## src/rtl/sync_fifo_flags.sv

```systemverilog
// sync_fifo_flags: single-clock parametrised FIFO with occupancy count,
// almost-full/almost-empty thresholds, sticky overflow/underflow and flush.
// Ports: clk, rst (async high), flush (sync clear); write side we/wdata,
// full/almost_full; read side re/rdata, empty/almost_empty; count (0..DEPTH);
// overflow/underflow sticky error flags. FWFT selects registered or
// first-word-fall-through read data.
module sync_fifo_flags #(
    parameter int WIDTH    = 3,
    parameter int DEPTH    = 4,
    parameter int AF_LEVEL = DEPTH - 1,
    parameter int AE_LEVEL = 1,
    parameter int FWFT     = 0
) (
    input  logic                     clk,
    input  logic                     rst,
    input  logic                     flush,
    input  logic                     we,
    input  logic [WIDTH-1:0]         wdata,
    output logic                     full,
    output logic                     almost_full,
    input  logic                     re,
    output logic [WIDTH-1:0]         rdata,
    output logic                     empty,
    output logic                     almost_empty,
    output logic [$clog2(DEPTH):0]   count,
    output logic                     overflow,
    output logic                     underflow
);

    localparam int AW = $clog2(DEPTH);
    localparam int CW = AW + 1;

    logic [WIDTH-1:0] mem [DEPTH];

    logic [AW-1:0]    wr_ptr_q, wr_ptr_d;
    logic [AW-1:0]    rd_ptr_q, rd_ptr_d;
    logic [CW-1:0]    count_q, count_d;
    logic             ovf_q, ovf_d;
    logic             udf_q, udf_d;
    logic [WIDTH-1:0] rdata_q, rdata_d;

    logic rd_ok;
    logic wr_ok;

    assign empty        = (count_q == '0);
    assign full         = (count_q == CW'(DEPTH));
    assign almost_full  = (count_q >= CW'(AF_LEVEL));
    assign almost_empty = (count_q <= CW'(AE_LEVEL));
    assign count        = count_q;
    assign overflow     = ovf_q;
    assign underflow    = udf_q;

    // In FWFT mode the head word is presented straight from the array.
    assign rdata = (FWFT != 0) ? mem[rd_ptr_q] : rdata_q;

    // A read on a full FIFO frees the slot the concurrent write needs.
    assign rd_ok = re & ~empty;
    assign wr_ok = we & (~full | rd_ok);

    always_comb begin
        wr_ptr_d = wr_ptr_q;
        rd_ptr_d = rd_ptr_q;
        count_d  = count_q;
        ovf_d    = ovf_q;
        udf_d    = udf_q;
        rdata_d  = rdata_q;
        if (flush) begin
            wr_ptr_d = '0;
            rd_ptr_d = '0;
            count_d  = '0;
            ovf_d    = 1'b0;
            udf_d    = 1'b0;
        end else begin
            if (wr_ok) begin
                wr_ptr_d = wr_ptr_q + AW'(1);
            end
            if (rd_ok) begin
                rd_ptr_d = rd_ptr_q + AW'(1);
                rdata_d  = mem[rd_ptr_q];
            end
            count_d = count_q + CW'(wr_ok) - CW'(rd_ok);
            if (we & full & ~rd_ok) begin
                ovf_d = 1'b1;
            end
            if (re & empty) begin
                udf_d = 1'b1;
            end
        end
    end

    always_ff @(posedge clk or posedge rst) begin
        if (rst) begin
            wr_ptr_q <= '0;
            rd_ptr_q <= '0;
            count_q  <= '0;
            ovf_q    <= 1'b0;
            udf_q    <= 1'b0;
            rdata_q  <= '0;
        end else begin
            wr_ptr_q <= wr_ptr_d;
            rd_ptr_q <= rd_ptr_d;
            count_q  <= count_d;
            ovf_q    <= ovf_d;
            udf_q    <= udf_d;
            rdata_q  <= rdata_d;
        end
    end

    // Storage is deliberately left unreset.
    always_ff @(posedge clk) begin
        if (wr_ok & ~flush) begin
            mem[wr_ptr_q] <= wdata;
        end
    end

endmodule
```

## config.mk

```make
export PLATFORM = sky130hd
export DESIGN_NAME = sync_fifo_flags
export DESIGN_NICKNAME = d
export VERILOG_FILES = /design/src/rtl/sync_fifo_flags.sv
export SDC_FILE = /design/constraint.sdc
export NUM_CORES = 1
export LEC_CHECK = 0
export ABC_AREA = 1
export CORE_MARGIN = 5
export CORE_UTILIZATION = 35
export DETAILED_ROUTE_END_ITERATION = 8
export PLACE_DENSITY = 0.65
export SLEW_MARGIN = 20
export SYNTH_ARGS = -nofsm -noshare
export SYNTH_HDL_FRONTEND = slang
export SYNTH_SLANG_ARGS = --single-unit
```

## constraint.sdc

```tcl
create_clock -name clk -period 4.2 [get_ports clk]
set_clock_uncertainty 0.05 [all_clocks]
set_input_delay 1.05 -clock clk [delete_from_list [all_inputs] [get_ports clk]]
set_output_delay 1.05 -clock clk [all_outputs]
set_load 0.02 [all_outputs]
```

==> load_flow_metrics.sql, run 1 <==
INSERT INTO impl_metrics (metric_group, metric, value, unit) VALUES
('sta', 'rsz0062_at_grt', 'false', ''),
('sta', 'max-slew-margin-rel', '69.1', '%'),
('global_routing', 'grt_pass1_wl', '3860', 'um'),
('power_and_ir_drop', 'peakVddDrop', '0.241', 'mV'),
('finish', 'layout.nets', '177', ''),
('worst_setup_path', 'regToRegEndpoint', 'count[2]', ''),
('routing', 'initialDrtViolationCount', '42', ''),
('clock_network', 'cts_post_setup_buffers_inserted', '0', ''),
('power_and_ir_drop', 'switchingPower', '0.349', 'mW'),
('global_routing', 'pin_count_of_the_biggest_net_entering_global_routing', '15', ''),
('die', 'start_util', '37.1', '%'),
('die', 'die_height', '70.2', 'um'),
('global_routing', 'grt_antenna_before_repair', '0', ''),
('synthesis', 'synthesis.area', '1270', 'sq um'),
('power_and_ir_drop', 'power_switching_share', '39.0', '%'),
('worst_setup_path', 'worst_setup_path_end_kind', 'output port', ''),
('routing', 'post_drt_via_cell_ratio', '4.47', ''),
('synthesis', 'cell_count_after_synthesis', '139', ''),
('synthesis', 'synth_most_common_cell', 'sky130_fd_sc_hd__nand2_1', ''),
('die', 'floorplan.io_pins', '20', ''),
('worst_setup_path', 'crit_required', '3.10', 'ns'),
('power_and_ir_drop', 'clkPwrFrac', '15.8', '%'),
('hold_path', 'min_from', 'rdata[0]', ''),
('run_status', 'status', 'finished clean', ''),
('global_routing', 'total_overflow_reported_by_the_global_router', '0', ''),
('routing', 'route.vias.total', '917', ''),
('hold_path', 'worst_hold_path_cells', '2', ''),
('sta', 'maxClockFrequency', '0.328', 'GHz'),
('worst_setup_path', 'rr_startpoint', 'count[1]', ''),
('finish', 'synthesis_to_finish_area_growth', '21.2', '%'),
('place', 'port_buffers', '19', ''),
('synthesis', 'compound_gate_portion_of_the_synthesized_area', '3.25', '%'),
('synthesis', 'synth.area.mux_share', '0', '%'),
('worst_setup_path', 'r2r_setup_slack', '2.16', 'ns'),
('routing', 'drc', '0', ''),
('synthesis', 'synth.net_count', '156', ''),
('finish', 'diodes', '0', ''),
('routing', 'drt_first_pass_iters', '4', ''),
('power_and_ir_drop', 'power.leakage', '0.735', 'nW'),
('synthesis', 'post_synth.cell_area_avg', '9.13', 'sq um'),
('sta', 'finalMaxSlewViolations', '0', ''),
('synthesis', 'synth_top_family_by_area', 'simple AND/OR/NAND/NOR gates', ''),
('clock_network', 'clockRootBuffer', 'sky130_fd_sc_hd__clkbuf_4', ''),
('clock_network', 'cts_tree', 'yes', ''),
('synthesis', 'synth_seq_area_share', '52.1', '%'),
('place', 'detailed_place_hpwl', '1710', 'um'),
('hold_path', 'hold_path_class', 'reg2reg', ''),
('synthesis', 'netlist_top_cells_count', '30 x sky130_fd_sc_hd__nand2_1, 29 x sky130_fd_sc_hd__inv_1, 13 x sky130_fd_sc_hd__nand3_1', ''),
('clock_network', 'htree_num_levels', '1', ''),
('synthesis', 'synth_largest_type_area_fraction', '28.4', '%'),
('sta', 'tightestPinTransition', '0.463', 'ns'),
('place', 'placed_cell_area', '1490', 'sq um'),
('sta', 'timing.setup.tns', '0', 'ns'),
('synthesis', 'synthesis.yosys.warnings', '0', ''),
('sta', 'final.hold.worst_slack', '0.441', 'ns'),
('die', 'coreArea', '3420', 'sq um'),
('clock_network', 'post_cts.resized_instances', '0', ''),
('worst_setup_path', 'timing.critical_path.fanout_max', '8', ''),
('power_and_ir_drop', 'power_per_unit_of_standard_cell_area', '582', 'nW/um^2'),
('die', 'placementRows', '21', ''),
('die', 'die_width', '70.2', 'um'),
('routing', 'postRouteAntennaNets', '0', ''),
('synthesis', 'ys.flop_type', 'sky130_fd_sc_hd__edfxtp_1', ''),
('power_and_ir_drop', 'comb_power_share', '45.9', '%'),
('routing', 'finalWirelength', '2130', 'um'),
('global_routing', 'groute.usage.overall', '9.59', '%'),
('sta', 'fin_crit', '3.05', 'ns'),
('sta', 'final.period_utilization', '72.7', '%'),
('run', 'cap_violations', '0', ''),
('global_routing', 'grt_pass1_vias', '876', ''),
('sta', 'setup_viol', '0', '');
per-stage QoR:
stage / total power, mW / utilization (%) / setup slack [ns] / cells
floorplan: 0.606 / - / 1.94 / 139
global placement: 0.758 / 43.6 / 1.29 / 201
detailed placement: 0.766 / 43.6 / 1.24 / 201
CTS: 0.909 / 45.0 / 1.12 / 205
global route: 0.971 / 45.0 / 0.989 / 205
finish: 0.895 / 45.0 / 1.15 / 205
state kept, by name, indices dropped and copies added, names as in the netlist:
| register | cells |
|---|---|
| mem | 12 |
| wr_ptr_q | 2 |
| rd_ptr_q | 2 |
| rdata | 3 |
| count | 3 |
| overflow | 1 |
| underflow | 1 |
per-layer routing:
layer	up-vias	GRT usage (%)	wire, um
met5	-	0	0
met4	0	4.26	17
met3	2	2.01	70
met2	13	16.7	1110
met1	428	11.3	940
li1	474	-	-
critical path, cell delays in order (launching register included):
cell and delay [ns]:
sky130_fd_sc_hd__dfrtp_1 0.55, sky130_fd_sc_hd__inv_1 0.11, sky130_fd_sc_hd__ha_1 0.21, sky130_fd_sc_hd__nand2_1 0.05, sky130_fd_sc_hd__a22o_1 0.13, sky130_fd_sc_hd__clkdlybuf4s50_1 0.60
area by class of cell:
cell class	instances	area, sq um
clock buffers	4	47.5
fillers	341	1880
inverters	32	121
multi-input cells	80	460
flip-flops and latches	24	661
well taps	46	57.6
repair buffers	19	190
power groups by stage:
stage               Sequential (mW)  Combinational (mW)  Clock, mW
floorplan                     0.369               0.237          0
global placement              0.347               0.411          0
detailed placement            0.349               0.417          0
CTS                           0.344               0.419      0.146
global route                  0.350               0.467      0.154
finish                        0.343               0.411      0.141
worst max path at each step:
stage | from | to | slack [ns]
floorplan | re | count[2] | 1.94
global placement | re | count[2] | 1.29
detailed placement | re | count[2] | 1.24
CTS | count[1] | almost_empty | 1.12
global route | count[1] | almost_empty | 0.99
finish | count[1] | almost_empty | 1.15
cell families after synthesis:
family,Yosys count
buf+inv,35
compound gates,7
fa+ha+maj,9
simple gates,63
xor+xnor,1
flops,24
cells in the final DEF, fill, tap and decap left out, types with 2 or more instances in the layout:
| cell | netlist | routed |
|---|---|---|
| sky130_fd_sc_hd__nand4_1 | 3 | 3 |
| sky130_fd_sc_hd__clkbuf_4 | 0 | 3 |
| sky130_fd_sc_hd__nand3_1 | 13 | 13 |
| sky130_fd_sc_hd__o21ai_0 | 2 | 2 |
| sky130_fd_sc_hd__a21oi_1 | 2 | 2 |
| sky130_fd_sc_hd__nand2_2 | 3 | 3 |
| sky130_fd_sc_hd__edfxtp_1 | 12 | 12 |
| sky130_fd_sc_hd__nor2_1 | 9 | 9 |
| sky130_fd_sc_hd__nand3_2 | 3 | 3 |
| sky130_fd_sc_hd__inv_1 | 29 | 29 |
| sky130_fd_sc_hd__nand2_1 | 30 | 30 |
| sky130_fd_sc_hd__clkdlybuf4s50_1 | 0 | 19 |
| sky130_fd_sc_hd__inv_2 | 2 | 2 |
| sky130_fd_sc_hd__ha_1 | 8 | 8 |
| sky130_fd_sc_hd__dfrtp_1 | 12 | 12 |
Note: power is estimated with default switching activity, not from simulation.
==> run 2, diff against run 1 <==
--- a/config.mk
+++ b/config.mk
@@ -9,7 +9,7 @@
 export CORE_MARGIN = 5
 export CORE_UTILIZATION = 35
 export DETAILED_ROUTE_END_ITERATION = 8
-export PLACE_DENSITY = 0.65
+export PLACE_DENSITY = 0.67
 export SLEW_MARGIN = 20
 export SYNTH_ARGS = -nofsm -noshare
 export SYNTH_HDL_FRONTEND = slang
==> constraint.sdc (replaced) <==
create_clock -name clk -period 2.71 [get_ports clk]
set_clock_uncertainty 0.05 [all_clocks]
set_input_delay 0.6775 -clock clk [delete_from_list [all_inputs] [get_ports clk]]
set_output_delay 0.6775 -clock clk [all_outputs]
set_load 0.02 [all_outputs]
==> load_flow_metrics.sql, run 2 (synthesized netlist as in run 1, its figures left out) <==
INSERT INTO impl_metrics (metric_group, metric, value, unit) VALUES
('routing', 'drt_first_pass_iters', '4', ''),
('sta', 'max-slew-margin-rel', '69.8', '%'),
('die', 'dieArea', '4930', 'sq um'),
('sta', 'final.hold.worst_slack', '0.439', 'ns'),
('sta', 'rsz0062_at_grt', 'false', ''),
('worst_setup_path', 'critPathLaunchType', 'register', ''),
('global_routing', 'grt_antenna_before_repair', '0', ''),
('worst_setup_path', 'timing.critical_path.fanout_max', '5', ''),
('clock_network', 'cts.path.max_buffers', '2', ''),
('hold_path', 'hold_path_class', 'reg2reg', ''),
('finish', 'layout.nets', '179', ''),
('die', 'start_util', '37.1', '%'),
('place', 'port_buffers', '19', ''),
('routing', 'finalWirelength', '2140', 'um'),
('die', 'die_height', '70.2', 'um'),
('finish', 'diodes', '0', ''),
('finish', 'nFillCells', '335', ''),
('routing', 'initialDrtViolationCount', '21', ''),
('clock_network', 'cts.clk_slew.worst_paths', '0.13', 'ns'),
('power_and_ir_drop', 'power_per_unit_of_standard_cell_area', '877', 'nW/um^2'),
('clock_network', 'clockRootBuffer', 'sky130_fd_sc_hd__clkbuf_4', ''),
('die', 'placementRows', '21', ''),
('place', 'detailed_place_hpwl', '1760', 'um'),
('power_and_ir_drop', 'clkPwrFrac', '13.3', '%'),
('global_routing', 'pin_count_of_the_biggest_net_entering_global_routing', '14', ''),
('worst_setup_path', 'crit_required', '1.98', 'ns'),
('sta', 'tightestPinTransition', '0.452', 'ns'),
('hold_path', 'worst_hold_path_cells', '2', ''),
('worst_setup_path', 'timing.setup.critical_path_class', 'reg2out', ''),
('finish', 'largest_reg_flops', '12', ''),
('global_routing', 'grt_pass1_wl', '3670', 'um'),
('sta', 'maxClockFrequency', '0.386', 'GHz'),
('sta', 'setup_viol', '0', ''),
('routing', 'drc', '0', ''),
('routing', 'avgRoutedWirePerCell', '10.3', 'um'),
('sta', 'final.period_utilization', '95.6', '%'),
('sta', 'hold_violations', '0', ''),
('power_and_ir_drop', 'power_switching_share', '39.5', '%'),
('global_routing', 'groute.usage.overall', '9.30', '%'),
('clock_network', 'cts_made_buffers', '3', ''),
('finish', 'layout_commonest_cell', 'sky130_fd_sc_hd__nand2_1', ''),
('power_and_ir_drop', 'switchingPower', '0.535', 'mW'),
('power_and_ir_drop', 'peakVddDrop', '0.377', 'mV'),
('power_and_ir_drop', 'p_int', '0.820', 'mW'),
('routing', 'route.vias.total', '907', ''),
('run_status', 'status', 'finished clean', ''),
('power_and_ir_drop', 'share_seq_of_total_power', '39.7', '%'),
('sta', 'fin_crit', '2.59', 'ns'),
('worst_setup_path', 'worst_r2r_path_depth', '10', ''),
('die', 'floorplan.io_pins', '20', ''),
('clock_network', 'cts_post_setup_buffers_inserted', '0', ''),
('sta', 'finalMaxSlewViolations', '0', ''),
('routing', 'post_drt_via_cell_ratio', '4.38', ''),
('finish', 'layout-drive-gt1-share', '11.2', '%'),
('clock_network', 'htree_num_levels', '1', ''),
('global_routing', 'grt_pass1_vias', '842', ''),
('finish', 'mostFrequentLayoutCells', '30 x sky130_fd_sc_hd__nand2_1, 29 x sky130_fd_sc_hd__inv_1, 19 x sky130_fd_sc_hd__clkdlybuf4s50_1', ''),
('sta', 'timing.setup.tns', '0', 'ns'),
('clock_network', 'cts_tree', 'yes', ''),
('clock_network', 'worstSkewPairLatency', '0.30', 'ns'),
('worst_setup_path', 'critical_path_arrival', '1.86', 'ns'),
('run', 'cap_violations', '0', ''),
('finish', 'registers.top_by_ff_count', 'mem', ''),
('clock_network', 'hold_buffers', '0', ''),
('power_and_ir_drop', 'total_power', '1.35', 'mW'),
('global_routing', 'total_overflow_reported_by_the_global_router', '0', ''),
('worst_setup_path', 'worst_setup_path_end_kind', 'output port', ''),
('place', 'routabilityCongestion', '0.762', ''),
('power_and_ir_drop', 'comb_power_share', '47.0', '%'),
('finish', 'synthesis_to_finish_area_growth', '21.7', '%'),
('die', 'die_width', '70.2', 'um'),
('routing', 'postRouteAntennaNets', '0', ''),
('power_and_ir_drop', 'power.leakage', '0.737', 'nW'),
('clock_network', 'cts.sinks', '24', ''),
('die', 'coreArea', '3420', 'sq um');
## run 2: cell count changes in the layout (fill, tap and decap cells not counted)
cell	before	now
sky130_fd_sc_hd__buf_4	0	2
sky130_fd_sc_hd__dfrtp_1	12	10
sky130_fd_sc_hd__dfrtp_2	0	2
sky130_fd_sc_hd__clkbuf_16	1	0
sky130_fd_sc_hd__clkbuf_8	0	1
## run 2: timing repair
action                                  in CTS  in global routing
endpoints found under the hold margin        0                  0
endpoints found under the setup margin       1                  1
resized for setup                            1                  1
## run 2: metrics by stage
step                instance area, sq um  worst slack [ns]  instances  util [%]
finish                              1540             0.118        207      45.2
global route                        1540          0.000831        207      45.2
CTS                                 1540            0.0586        207      45.2
detailed placement                  1510             0.128        203      44.1
global placement                    1510             0.179        203      44.1
floorplan                           1270             0.777        139         -
## run 2: worst max-delay path: stages, from the launching register on
cell                              delay, ns
sky130_fd_sc_hd__dfrtp_2               0.46
sky130_fd_sc_hd__inv_1                 0.14
sky130_fd_sc_hd__ha_1                  0.16
sky130_fd_sc_hd__nand2_1               0.04
sky130_fd_sc_hd__a22o_1                0.20
sky130_fd_sc_hd__clkdlybuf4s50_1       0.54
## run 2: power by group through the flow
stage | clock, mW | sequential [mW] | combinational, mW
2_1_floorplan | 0 | 0.573 | 0.367
3_3_place_gp | 0 | 0.538 | 0.638
3_5_place_dp | 0 | 0.545 | 0.647
4_1_cts | 0.189 | 0.538 | 0.649
5_1_grt | 0.201 | 0.550 | 0.721
6_report | 0.180 | 0.537 | 0.637
## run 2: area by class of cell
class	count	area [sq um]	area share, %
Sequential cell	24	663	42.9
Clock buffer	4	36.3	2.35
Multi-Input combinational cell	80	460	29.8
Inverter	32	121	7.86
Timing Repair Buffer	21	205	13.3
Tap cell	46	57.6	3.73
## run 2: path summary, 6_finish.rpt
check,startpoint,end,slack (ns)
setup reg to reg,count[1],count[2],0.72
min in group asynchronous,rst,rdata[1],0.61
hold / removal,rdata[0],rdata[0],0.44
max in group asynchronous,rst,count[2],1.67
setup / recovery,count[2],almost_empty,0.12
hold reg to reg,rdata[0],rdata[0],0.44
## run 2: layer usage
layer / vias to the layer above / routed length (um) / track usage, %
li1: 477 / - / -
met1: 421 / 915 / 10.6
met2: 7 / 1140 / 16.4
met3: 2 / 63 / 2.01
met4: 0 / 19 / 4.47
met5: - / 0 / 0
==> run 3, diff against run 2 <==
--- a/config.mk
+++ b/config.mk
@@ -9,6 +9,7 @@
 export CORE_MARGIN = 5
 export CORE_UTILIZATION = 35
 export DETAILED_ROUTE_END_ITERATION = 8
+export GPL_ROUTABILITY_DRIVEN = 0
 export PLACE_DENSITY = 0.67
 export SLEW_MARGIN = 20
 export SYNTH_ARGS = -nofsm -noshare
==> constraint.sdc (replaced) <==
create_clock -name clk -period 2.71 [get_ports clk]
set_clock_uncertainty 0.05 [all_clocks]
set_input_delay 0.6775 -clock clk [delete_from_list [all_inputs] [get_ports clk]]
set_output_delay 0.6775 -clock clk [all_outputs]
set_load 0.05 [all_outputs]
==> load_flow_metrics.sql, run 3 (synthesized netlist as in run 1, its figures left out) <==
INSERT INTO impl_metrics (metric_group, metric, value, unit) VALUES
('clock_network', 'cts.clk_slew.worst_paths', '0.14', 'ns'),
('run', 'cap_violations', '0', ''),
('worst_setup_path', 'timing.critical_path.fanout_max', '8', ''),
('power_and_ir_drop', 'power.leakage', '0.771', 'nW'),
('finish', 'layout_commonest_cell', 'sky130_fd_sc_hd__nand2_1', ''),
('clock_network', 'cts_tree', 'yes', ''),
('routing', 'finalWirelength', '2160', 'um'),
('clock_network', 'htree_num_levels', '1', ''),
('worst_setup_path', 'timing.setup.critical_path_class', 'reg2out', ''),
('routing', 'postRouteAntennaNets', '0', ''),
('clock_network', 'clockRootBuffer', 'sky130_fd_sc_hd__clkbuf_4', ''),
('clock_network', 'cts.path.max_buffers', '2', ''),
('place', 'placed_cell_area', '1500', 'sq um'),
('power_and_ir_drop', 'power_per_unit_of_standard_cell_area', '1020', 'nW/um^2'),
('routing', 'route.vias.total', '908', ''),
('finish', 'post-route-cell-area', '1550', 'sq um'),
('finish', 'registers.top_by_ff_count', 'mem', ''),
('power_and_ir_drop', 'total_power', '1.58', 'mW'),
('die', 'coreArea', '3420', 'sq um'),
('worst_setup_path', 'crit_required', '1.98', 'ns'),
('sta', 'hold_violations', '0', ''),
('clock_network', 'hold_buffers', '0', ''),
('sta', 'timing.setup.tns', '0', 'ns'),
('sta', 'tightestPinTransition', '0.504', 'ns'),
('finish', 'share_of_the_core_filled_with_cells', '45.5', '%'),
('worst_setup_path', 'critical_path_arrival', '1.73', 'ns'),
('routing', 'avgRoutedWirePerCell', '10.4', 'um'),
('worst_setup_path', 'cp_slowest_stage_delay', '0.87', 'ns'),
('sta', 'setup_viol', '0', ''),
('worst_setup_path', 'cp_bufs_invs', '1', ''),
('power_and_ir_drop', 'peakVddDrop', '0.422', 'mV'),
('finish', 'layout-drive-gt1-share', '11.2', '%'),
('clock_network', 'worstSkewPairLatency', '0.31', 'ns'),
('run_status', 'status', 'finished clean', ''),
('sta', 'rsz0062_at_grt', 'false', ''),
('finish', 'largest_reg_flops', '12', ''),
('sta', 'maxClockFrequency', '0.407', 'GHz'),
('die', 'dieArea', '4930', 'sq um'),
('global_routing', 'grt_pass1_wl', '3800', 'um'),
('global_routing', 'pin_count_of_the_biggest_net_entering_global_routing', '15', ''),
('sta', 'final.period_utilization', '90.7', '%'),
('finish', 'mostFrequentLayoutCells', '30 x sky130_fd_sc_hd__nand2_1, 29 x sky130_fd_sc_hd__inv_1, 15 x sky130_fd_sc_hd__clkdlybuf4s50_1', ''),
('clock_network', 'cts_made_buffers', '3', ''),
('die', 'start_util', '37.1', '%'),
('global_routing', 'grt_antenna_before_repair', '0', ''),
('global_routing', 'total_overflow_reported_by_the_global_router', '0', ''),
('routing', 'post_drt_via_cell_ratio', '4.39', ''),
('finish', 'layout.nets', '179', ''),
('global_routing', 'groute.usage.overall', '9.53', '%'),
('hold_path', 'hold_path_class', 'reg2reg', ''),
('place', 'detailed_place_hpwl', '1730', 'um'),
('finish', 'diodes', '0', ''),
('sta', 'fin_crit', '2.46', 'ns'),
('worst_setup_path', 'cpLargestDelayFamily', 'buffers and inverters', ''),
('worst_setup_path', 'critPathLaunchType', 'register', ''),
('sta', 'max-slew-margin-rel', '66.3', '%'),
('die', 'placementRows', '21', ''),
('sta', 'final.hold.worst_slack', '0.443', 'ns'),
('worst_setup_path', 'crit_path_cell_trace', 'clkdlybuf4s50_1', ''),
('clock_network', 'cts.sinks', '24', ''),
('routing', 'drt_first_pass_iters', '4', ''),
('finish', 'synthesis_to_finish_area_growth', '22.4', '%'),
('sta', 'finalMaxSlewViolations', '0', ''),
('global_routing', 'grt_pass1_vias', '864', ''),
('finish', 'nFillCells', '332', ''),
('die', 'floorplan.io_pins', '20', ''),
('die', 'die_width', '70.2', 'um'),
('place', 'port_buffers', '19', ''),
('routing', 'drc', '0', ''),
('die', 'die_height', '70.2', 'um'),
('worst_setup_path', 'worst_setup_path_end_kind', 'output port', ''),
('worst_setup_path', 'critical-path-slowest-cell', 'sky130_fd_sc_hd__clkdlybuf4s50_1', ''),
('routing', 'initialDrtViolationCount', '11', '');
==> run 3: cell count changes in the layout (fill, tap and decap cells not counted), sizes merged <==
| cell | previous run | this run |
|---|---|---|
| clkdlybuf4s50 | 19 | 15 |
| buf | 2 | 4 |
| dlymetal6s2s | 0 | 2 |
==> run 3: final cells by class <==
class	count	area, sq um	area share (%)
Inverter	32	121	7.82
Tap cell	46	57.6	3.71
Timing Repair Buffer	21	205	13.2
Multi-Input combinational cell	80	460	29.7
Clock buffer	4	47.5	3.06
Sequential cell	24	661	42.5
==> run 3: repair_timing <==
action                                  4_1_cts  5_1_grt
endpoints found under the setup margin        0        2
gates resized for setup                       0        2
setup buffers                                 0        0
==> run 3: stage by stage <==
| stage | instances | worst slack (ns) |
|---|---|---|
| after floorplan | 139 | 0.0308 |
| after global placement | 203 | 0.177 |
| after detailed placement | 203 | 0.142 |
| after CTS | 207 | 0.00626 |
| after global routing | 207 | 0.162 |
| final | 207 | 0.252 |
==> run 3: power breakdown <==
group	internal [mW]	leakage (nW)	total, mW	switching (mW)
Sequential	0.450	0.266	0.532	0.0815
Combinational	0.273	0.479	0.831	0.557
Clock	0.113	0.0261	0.219	0.106
Total	0.836	0.771	1.58	0.745
==> run 3: final timing paths <==
path                          start          end  slack (ns)  depth (start not counted)
setup reg to reg           count[1]     count[2]        0.69                         10
max in group asynchronous       rst     rdata[0]        1.66                          2
min in group asynchronous       rst  rd_ptr_q[0]        0.61                          2
hold / removal             rdata[1]     rdata[1]        0.44                          2
setup / recovery           count[1]     count[1]        0.25                          1
hold reg to reg            rdata[1]     rdata[1]        0.44                          2
==> run 3: per-layer routing <==
layer  GRT usage, %  vias to the layer above  part of all wire, %
met5              0                        -                    0
li1               -                      476                    -
met1           11.2                      421                   44
met3           2.01                        2                  3.2
met2           16.5                        9                   52
met4           4.47                        0                 0.88
